===== src/rtl/selector_casilla.sv =====
// selector_casilla: debounced cursor movement and single-shot fire control for the 8x8 bomb board
module selector_casilla #(
  parameter int DEBOUNCE_CYCLES = 500000,
  parameter int PULSE_CYCLES    = 4,
  parameter int MAX_DISPAROS    = 20
) (
  input  logic            clk,
  input  logic            rst,
  input  logic            btn_arriba,
  input  logic            btn_abajo,
  input  logic            btn_izq,
  input  logic            btn_der,
  input  logic            btn_disparo,
  input  logic [7:0][7:0] seleccion_matriz,
  output logic [2:0]      col,
  output logic [2:0]      fila,
  output logic            button_bomba,
  output logic            rechazo,
  output logic [5:0]      disparos,
  output logic            fin_disparos
);
  localparam int CW = DEBOUNCE_CYCLES > 1 ? $clog2(DEBOUNCE_CYCLES) : 1;
  localparam int PW = PULSE_CYCLES > 1 ? $clog2(PULSE_CYCLES) : 1;
  typedef enum logic [1:0] {IDLE, CHECK, PULSE, WAIT_REL} state_t;
  state_t state, state_n;
  logic [4:0] raw, s1, s2, lvl, lvl_d, ev;
  logic [CW-1:0] cnt [5];
  logic [PW-1:0] pcnt, pcnt_n;
  logic [2:0] col_n, fila_n;
  logic [5:0] disp_n;
  logic bomba_n, rech_n;
  // bit order: 0 arriba, 1 abajo, 2 izq, 3 der, 4 disparo
  assign raw = {btn_disparo, btn_der, btn_izq, btn_abajo, btn_arriba};
  assign ev = lvl_d & ~lvl;
  assign fin_disparos = disparos == 6'(MAX_DISPAROS);
  always_ff @(posedge clk or negedge rst) begin
    if (!rst) begin
      s1 <= '1;
      s2 <= '1;
      lvl <= '1;
      lvl_d <= '1;
      for (int i = 0; i < 5; i++) cnt[i] <= '0;
    end else begin
      s1 <= raw;
      s2 <= s1;
      lvl_d <= lvl;
      for (int i = 0; i < 5; i++) begin
        if (s2[i] == lvl[i]) cnt[i] <= '0;
        else if (cnt[i] == CW'(DEBOUNCE_CYCLES - 1)) begin
          cnt[i] <= '0;
          lvl[i] <= s2[i];
        end else cnt[i] <= cnt[i] + 1'b1;
      end
    end
  end
  always_ff @(posedge clk or negedge rst) begin
    if (!rst) begin
      state <= IDLE;
      col <= '0;
      fila <= '0;
      button_bomba <= 1'b1;
      rechazo <= 1'b0;
      disparos <= '0;
      pcnt <= '0;
    end else begin
      state <= state_n;
      col <= col_n;
      fila <= fila_n;
      button_bomba <= bomba_n;
      rechazo <= rech_n;
      disparos <= disp_n;
      pcnt <= pcnt_n;
    end
  end
  always_comb begin
    state_n = state;
    col_n = col;
    fila_n = fila;
    bomba_n = button_bomba;
    rech_n = 1'b0;
    disp_n = disparos;
    pcnt_n = pcnt;
    unique case (state)
      IDLE: begin
        col_n = col + 3'(ev[3]) - 3'(ev[2]);
        fila_n = fila + 3'(ev[0]) - 3'(ev[1]);
        if (ev[4]) begin
          state_n = fin_disparos ? WAIT_REL : CHECK;
          rech_n = fin_disparos;
        end
      end
      CHECK: begin
        if (seleccion_matriz[col][fila]) begin
          rech_n = 1'b1;
          state_n = WAIT_REL;
        end else begin
          state_n = PULSE;
          bomba_n = 1'b0;
          pcnt_n = '0;
          disp_n = disparos + 6'(!fin_disparos);
        end
      end
      PULSE: begin
        if (pcnt == PW'(PULSE_CYCLES - 1)) begin
          bomba_n = 1'b1;
          state_n = WAIT_REL;
        end else pcnt_n = pcnt + 1'b1;
      end
      WAIT_REL: state_n = lvl[4] ? IDLE : WAIT_REL;
      default: state_n = IDLE;
    endcase
  end
endmodule

===== config.mk =====
export PLATFORM = sky130hd
export DESIGN_NAME = selector_casilla
export DESIGN_NICKNAME = d
export VERILOG_FILES = /design/src/rtl/selector_casilla.sv
export SDC_FILE = /design/constraint.sdc
export NUM_CORES = 1
export LEC_CHECK = 0
export BUFFER_PORTS_ARGS = -buffer_cell sky130_fd_sc_hd__buf_2
export CORE_ASPECT_RATIO = 2
export CORE_MARGIN = 2
export CORE_UTILIZATION = 50
export CTS_CLUSTER_DIAMETER = 120
export DETAILED_ROUTE_END_ITERATION = 10
export GPL_ROUTABILITY_DRIVEN = 0
export MAX_ROUTING_LAYER = met4
export PLACE_DENSITY = 0.76
export SLEW_MARGIN = 20
export SYNTH_ARGS = -nofsm -noshare
export SYNTH_HDL_FRONTEND = slang
export SYNTH_SLANG_ARGS = --single-unit

===== constraint.sdc =====
create_clock -name clk -period 3.06 [get_ports clk]
set_input_delay 0.459 -clock clk [delete_from_list [all_inputs] [get_ports clk]]
set_output_delay 0.459 -clock clk [all_outputs]
set_load 0.01 [all_outputs]

Word-level counts from Yosys, hierarchy flattened

Cells that the tools add are included.

Register bits: 133
Output and inout bits: 15

Reduce and logical (&&, ||, !) cells: 12
Eq/ne operators: 19
Bitwise logic cells: 8
Mux-type cells: 29
Magnitude comparators: 2
Add/sub/neg operators: 11

Operators by type and width:

| operator                                           | count |
|---|---|
| 2-to-1 mux 19 bit                                  | 10 |
| adder 19 x 1 -> 19 bit, second input constant      | 5 |
| == test 19 bit, second input constant              | 5 |
| binary-select mux 8 bit (select 3 bit)             | 1 |
| AND reduction 2 bit                                | 7 |
| 2-to-1 mux 2 bit                                   | 6 |
| < comparator 3 x 4 -> 1 bit, second input constant | 2 |
| 2-to-1 mux 8 bit                                   | 1 |
| inequality test 2 bit, second input constant       | 4 |
| one-hot mux 2 bit (4 select lines)                 | 1 |
| adder 3 x 1 -> 3 bit                               | 2 |
| adder 6 x 1 -> 6 bit                               | 1 |
| == test 2 bit, second input constant               | 3 |
| == test 6 x 5 -> 1 bit, second input constant      | 1 |
| 2-to-1 mux 1 bit                                   | 6 |
| inverter 1 bit                                     | 6 |
| AND reduction 3 bit                                | 2 |
| subtractor 3 x 1 -> 3 bit                          | 2 |
| bitwise AND 5 bit                                  | 1 |
| == test 1 bit                                      | 5 |
| inverter 5 bit                                     | 1 |
| one-hot mux 1 bit (2 select lines)                 | 2 |
| one-hot mux 2 bit (2 select lines)                 | 1 |
| binary-select mux 1 bit (select 3 bit)             | 1 |
| other kinds (5)                                    | 5 |

Logic depth before layout (Yosys ltp)

Gate-level depths: netlist of run 1.

Word-level depth: 6
Gate-level depth with buffers: 9
Mapped depth without buffers: 9

Worst setup path before layout of run 1

No wires, ideal clock.

Path type: reg2reg
From: register disparos[0]
To: register disparos[1]
Path buffers: 0
Period minus slack after synthesis: 2.396 ns
Arrival time: 2.269 ns
Cell stages (with the launch flop): 7
Required time: 2.932 ns
Path slack: 0.664 ns
Cells stage by stage: dfrtp_1 or4b_2 nor3_1 inv_1 ha_1 ha_1 mux2_1

Cells in the longest elaborated chain, start to end: 3

RTL lines:

| item                     | RTL line | source |
|---|---|---|
| start: declaration       | 19       | `output logic [5:0] disparos,` |
| start signal: assignment | 71       | `disparos <= disp_n;` |
| == test 6 x 5 -> 1 bit   | 35       | `assign fin_disparos = disparos == 6'(MAX_DISPAROS);` |
| via fin_disparos         | 20       | `output logic fin_disparos` |
| zero test 1 bit          | 100      | `disp_n = disparos + 6'(!fin_disparos);` |
| adder 6 x 1 -> 6 bit     | 100      |  |

The timed path passes the listed nets, and every way through them passes these cells.
A chain may end at the register's enable or synchronous reset.

Worst setup path in the final report of run 1

From: register col[0]
To: register disparos[0]

Cells in the longest elaborated chain, start to end: 6

RTL lines:

| item                                   | RTL line | source |
|---|---|---|
| start: declaration                     | 15       | `output logic [2:0] col,` |
| start signal: assignment               | 67       | `col <= col_n;` |
| binary-select mux 8 bit (select 3 bit) | 93       | `if (seleccion_matriz[col][fila]) begin` |
| 2-to-1 mux 8 bit (implied by the code) | 93       |  |
| binary-select mux 1 bit (select 3 bit) | 93       |  |
| 2-to-1 mux 1 bit (implied by the code) | 93       |  |
| inverter 1 bit (no line)               | n/a      |  |
| AND reduction 2 bit (no line)          | n/a      |  |

No other way between the ends. The select of a mux whose other input is x is not followed.

==> impl_metrics.ini, run 1 <==
[clock_network]
ctsHoldBuffers = 0
clk-insertion-delay-late_ns = 0.41
numClockSinks = 133
h-tree-depth = 4
postCtsSetupBuffers = 0
cts_buffers = 17
root_buffer = clkbuf_16
cts_max_path_buffers = 2
cts_tree = yes
cts_resized = 0
clk_pin_slew_ns = 0.06

[global_route]
busiest_layer = met2
met2_usage_pct = 36.5
grt_use_met3_pct = 3.90
grt_pass1_wl_um = 23200
grt_max_degree = 62
antenna_found_initial = 0
grt_usage_pct = 20.3
grt_pass1_vias = 5235
grt_use_met1_pct = 21.1
overflow = 0

[critical_path]
crit_buf_inv = 1
startpoint = col[0]
slowest_delay_ns = 0.59
start_kind = flip-flop
crit_end = disparos[0]
worstPathRequired_ns = 3.34
crit_arrival_ns = 3.01
rr_startpoint = col[0]
critical_path.top_delay_family = compound AO/OA/AOI/OAI gates
reg2reg_to = disparos[0]
cp.depth = 7
worstSetupEndpointType = flip-flop
ff2ff_setup_slack_ns = 0.34
cp_max_fo = 19
path_cells = buf_4 -> mux2i_1 -> a22oi_1 -> a311oi_2 -> nand4_4 -> a21oi_1 -> mux2_1
path_class = reg2reg
crit_path_top_delay_cell = dfrtp_1
r2r_cells = 7

[yosys]
synthArstFlopShare_pct = 100
ys_warn_count = 0
yosysSeqAreaShare_pct = 49.5
avgSynthCellArea_sq_um = 10.1
synth-edff-count = 0
yosys_most_used_dff = dfrtp_1
synth_area_sq_mm = 0.00678
yosysUniqueCellTypes = 50
syn-num-nets = 754
syn-instance-count = 669
synth_seq_cells = 133

[floorplanning]
initial_core_util_pct = 50.7
core_area_sq_mm = 0.0134
rows = 60
die_area_sq_mm = 0.0146
die_w_um = 86.3
io_pins = 86
die_h_um = 169

[detailed_routing]
final_antenna_net_count = 0
via_count = 5078
drtPass1Iterations = 4
vias_per_cell = 5.48
drt_iter0_markers = 265
route.detailed.drc = 0
wl_um = 13700
wl_per_cell_um = 14.8

[sta]
period_minus_slack_ns = 2.72
slew_headroom_pct = 44.0
finalHoldViolations = 0
drv_slew = 0
setup_viol = 0
skew_ns = 0.00743
rsz0062_at_grt = false
period_share_pct = 89.0
worst_pin_slew_ns = 0.832
tns_ns = 0
fmax_mhz = 367
fin_ws_ns = 0.338

[power_and_ir_drop]
vdd_ir_drop_max_v = 0.000405
cellLeakagePower_nw = 3.44
power.density_mw_per_mm2 = 511
total_power_mw = 4.03

[cells_and_area]
drive_gt1_share_pct = 21.6
fill_cells = 1102
antennaDiodeCount = 0
multi_input_area_sq_mm = 0.00325
fin_nets = 844
final_cell_count_no_fill = 927
ff_latch_area_sq_mm = 0.00335
areaGrowthSynthToFinish_pct = 16.6

[run]
drv_cap = 0

[placement]
io_buffers = 85
pre_cts_ws_ns = 0.359
dp_hpwl_um = 9990
placed_cells = 895

[min_path]
min_path_type = in2async

[outcome]
status = finished clean
==> kinds of logic after synthesis <==
group	after synthesis	share of synthesized area, %
AOI/OAI and AO/OA	34	3.84
DFF	133	49.5
buffers and inverters	40	2.59
and+or+nand+nor	315	22.0
xor gates and xnor gates	97	12.5
muxes	36	6.67
adders and majority gates	14	2.81
==> layer usage <==
layer  vias up  wire [um]
li1       2443          -
met1      2466       5280
met2       139       7520
met3        30        595
met4         0        332
met5         -          0
==> how the worst min path moves through the flow <==
stage	startpoint	to	slack, ns
finish	rst	cnt[12]	0.11
global route	btn_arriba	s1[0]	0.13
CTS	btn_izq	s1[2]	0.13
detailed placement	s1[0]	s2[0]	0.35
global placement	s1[3]	s2[3]	0.35
floorplan	rst	cnt[0]	0.16
==> report_power, final <==
| group | internal (mW) | leakage (nW) | switching, mW | total, mW |
|---|---|---|---|---|
| combinational | 0.121 | 1.42 | 0.152 | 0.273 |
| clock | 1.16 | 0.276 | 0.741 | 1.90 |
| sequential | 1.81 | 1.74 | 0.0506 | 1.86 |
| total | 3.09 | 3.44 | 0.944 | 4.03 |
==> placed cells by master, fill, tap and decap left out, types with 3 or more instances in the layout <==
cell type / n
a211oi_1: 4
a21oi_1: 7
a22oi_1: 6
and3_1: 16
and4_1: 4
buf_2: 84
buf_4: 6
clkbuf_16: 17
clkinv_2: 5
clkinv_4: 3
dfrtp_1: 112
dfstp_2: 21
ha_1: 12
inv_1: 21
mux2_2: 8
mux2i_1: 20
mux4_2: 5
nand2_1: 53
nand2b_1: 4
nand3_1: 42
nand4_1: 16
nor2_1: 129
nor2b_1: 10
nor3_1: 9
nor4_1: 12
o21ai_0: 8
or2_2: 5
or3_1: 6
xnor2_1: 46
xor2_1: 51
==> area by class of cell <==
type	count	share of cell area [%]
repair buffers	90	5.89
multi-input cells	496	41.1
well taps	155	2.45
clock buffers	20	5.78
flip-flops and latches	133	42.5
inverters	21	0.998
clock inverters	12	1.33
==> registers in the layout, summed over array words and instances (netlist names) <==
register	cells
button_bomba	1
disparos	6
fila	3
s1	5
cnt	95
pcnt	2
rechazo	1
col	3
lvl	5
state	2
lvl_d	5
s2	5
==> cell usage after synthesis (4+ instances only) <==
master	number	area share [%]
mux2_2	8	1.3
a211oi_1	4	0.44
dfstp_2	21	8.1
a21oi_1	7	0.52
mux4_2	5	1.7
ha_1	12	2.2
xnor2_1	46	5.9
or3_1	6	0.55
and4_1	4	0.52
nand4_1	16	1.5
nand3_1	42	3.1
nor2_1	129	7.1
nor2b_1	10	0.92
nor3_1	9	0.66
inv_1	21	1.2
or2_2	5	0.46
nor4_1	12	1.1
and3_1	16	1.5
nand2b_1	4	0.37
nand2_1	53	2.9
dfrtp_1	112	41
xor2_1	51	6.6
a22oi_1	6	0.66
clkbuf_1	12	0.66
mux2i_1	20	3.0
o21ai_0	8	0.59
==> metrics by stage <==
stage          utilization, %  area [sq um]  hold WS (ns)
4_1_cts                  59.1          7900         0.127
2_1_floorplan               -          6780         0.163
3_3_place_gp             54.9          7340         0.347
5_1_grt                  59.1          7900         0.131
6_report                 59.1          7900         0.106
3_5_place_dp             54.9          7340         0.347
(Power assumes the default switching activity.)
==> run 2: changes to the inputs <==
- MAX_ROUTING_LAYER: met4 -> default
- RECOVER_POWER: default -> 50
==> run 2 against run 1 <==
  * The flow now finishes with violations (capacitance limit, slew limit)
  * Flip-flop and latch count is the same
  * Global-route usage shrank 0.57 points
  * Register-to-register slack is essentially flat
  * Largest power group unchanged
  * Routed wire length grew 0.61%
  * Worst setup slack gained 0.0046 ns
  * Critical path type unchanged
  * Sequential power is essentially flat
  * Non-clock buffer count is the same
  * Clock power is essentially flat
  * Worst hold slack gained 0.034 ns
  * Maximum frequency grew 0.17%
==> impl_metrics.ini, run 2 (synthesis gave the netlist of run 1 again) <==
[critical_path]
ff2ff_setup_slack_ns = 0.34
start_kind = flip-flop
cp_max_fo = 19
path_class = reg2reg
path_cells = buf_4 -> mux2i_1 -> a22oi_1 -> a311oi_2 -> nand4_4 -> a21oi_1 -> mux2_1
worstSetupEndpointType = flip-flop
slowest_delay_ns = 0.59
r2r_cells = 7
rr_startpoint = col[0]
crit_path_top_delay_cell = dfrtp_1
reg2reg_to = disparos[0]
crit_arrival_ns = 3.01
crit_buf_inv = 1
worstPathRequired_ns = 3.35
critical_path.top_delay_family = compound AO/OA/AOI/OAI gates

[sta]
slew_headroom_pct = -1.66
setup_viol = 0
drv_slew = 62
finalHoldViolations = 0
tns_ns = 0
skew_ns = 0.00784
fmax_mhz = 368
period_share_pct = 88.8
rsz0062_at_grt = false
period_minus_slack_ns = 2.72
worst_pin_slew_ns = 1.52
fin_ws_ns = 0.342

[cells_and_area]
layout_commonest_cell = nor2_1
fill_cells = 1109
areaGrowthSynthToFinish_pct = 16.4
regMostFlops = cnt
drive_gt1_share_pct = 20.7
layout_common_cells = 129 x nor2_1, 112 x dfrtp_1, 84 x buf_2
postLayoutCellArea_sq_mm = 0.00789
antennaDiodeCount = 0
final_cell_count_no_fill = 927
largest_reg_flops = 95
fin_nets = 844
top_regs = cnt: 95 flops, disparos: 6 flops

[clock_network]
clk_pin_slew_ns = 0.06
cts_tree = yes
cts_max_path_buffers = 2
ctsHoldBuffers = 0
cts_resized = 0
numClockSinks = 133
postCtsSetupBuffers = 0
h-tree-depth = 4
cts_buffers = 17
root_buffer = clkbuf_16
clk-insertion-delay-late_ns = 0.42

[placement]
placed_cell_area_sq_mm = 0.00734
placed_cells = 895
io_buffers = 85
pre_cts_ws_ns = 0.359
dp_hpwl_um = 9990

[detailed_routing]
final_antenna_net_count = 0
wl_um = 13800
vias_per_cell = 5.49
drt_iter0_markers = 218
wl_per_cell_um = 14.9
route.detailed.drc = 0
via_count = 5087
drtPass1Iterations = 4

[floorplanning]
initial_core_util_pct = 50.7
core_area_sq_mm = 0.0134
rows = 60
die_w_um = 86.3
die_area_sq_mm = 0.0146
io_pins = 86
die_h_um = 169

[power_and_ir_drop]
power.density_mw_per_mm2 = 512
vdd_ir_drop_max_v = 0.000410
cellLeakagePower_nw = 3.43
total_power_mw = 4.04

[outcome]
failed_checks = capacitance limit, slew limit
status = complete, but fails checks

[global_route]
grt_pass1_wl_um = 23200
grt_pass1_vias = 5233
grt_max_degree = 62
overflow = 0
antenna_found_initial = 0
grt_usage_pct = 19.7

[min_path]
holdPathStages = 1
min_from = btn_izq
min_delay_worst_endpoint = s1[2]
min_path_type = in2reg

[run]
drv_cap = 1
[run 2: layout make-up]
class | count | area, sq um | area share [%]
sequential | 133 | 3350 | 42.5
inverter | 21 | 78.8 | 1.00
timing repair buffer | 90 | 450 | 5.71
clock inverter | 12 | 105 | 1.33
clock buffer | 20 | 457 | 5.79
multi-input combinational | 496 | 3250 | 41.2
tap | 155 | 194 | 2.46
[run 2: through the flow]
stage | hold slack [ns] | utilization, %
2_1_floorplan | 0.163 | -
3_3_place_gp | 0.347 | 54.9
3_5_place_dp | 0.347 | 54.9
4_1_cts | 0.127 | 59.1
5_1_grt | 0.131 | 59.0
6_report | 0.140 | 59.0
[run 2: power by group]
group	total (mW)	switching, mW	internal, mW	leakage (nW)
Combinational	0.271	0.152	0.119	1.41
Clock	1.91	0.749	1.16	0.276
Sequential	1.86	0.0501	1.81	1.74
[run 2: worst max path at each step]
stage	end	cells past startpoint	startpoint	slack, ns
6_report	disparos[0]	7	col[0]	0.34
5_1_grt	disparos[0]	7	col[0]	0.19
4_1_cts	disparos[0]	7	col[0]	0.34
3_5_place_dp	disparos[0]	7	col[0]	0.36
3_3_place_gp	disparos[1]	7	col[0]	0.52
2_1_floorplan	disparos[1]	6	disparos[0]	0.66
[run 2: worst register-to-register path, delay by kind of cell (launching register included)]
kind	cells	cell delay [ns]
compound gates	3	0.76
buf+inv	1	0.37
flops	1	0.59
mux	2	0.64
simple gates	1	0.23
[run 2: per-layer routing]
layer  up-vias  global-route usage [%]  share of wire [%]  wire length, um
met4         0                    8.83                2.4              330
li1       2446                       -                  -                -
met5         -                       0                  0                0
met3        29                    3.90                4.1              570
met2       131                    36.5                 55             7550
met1      2481                    21.1                 39             5360
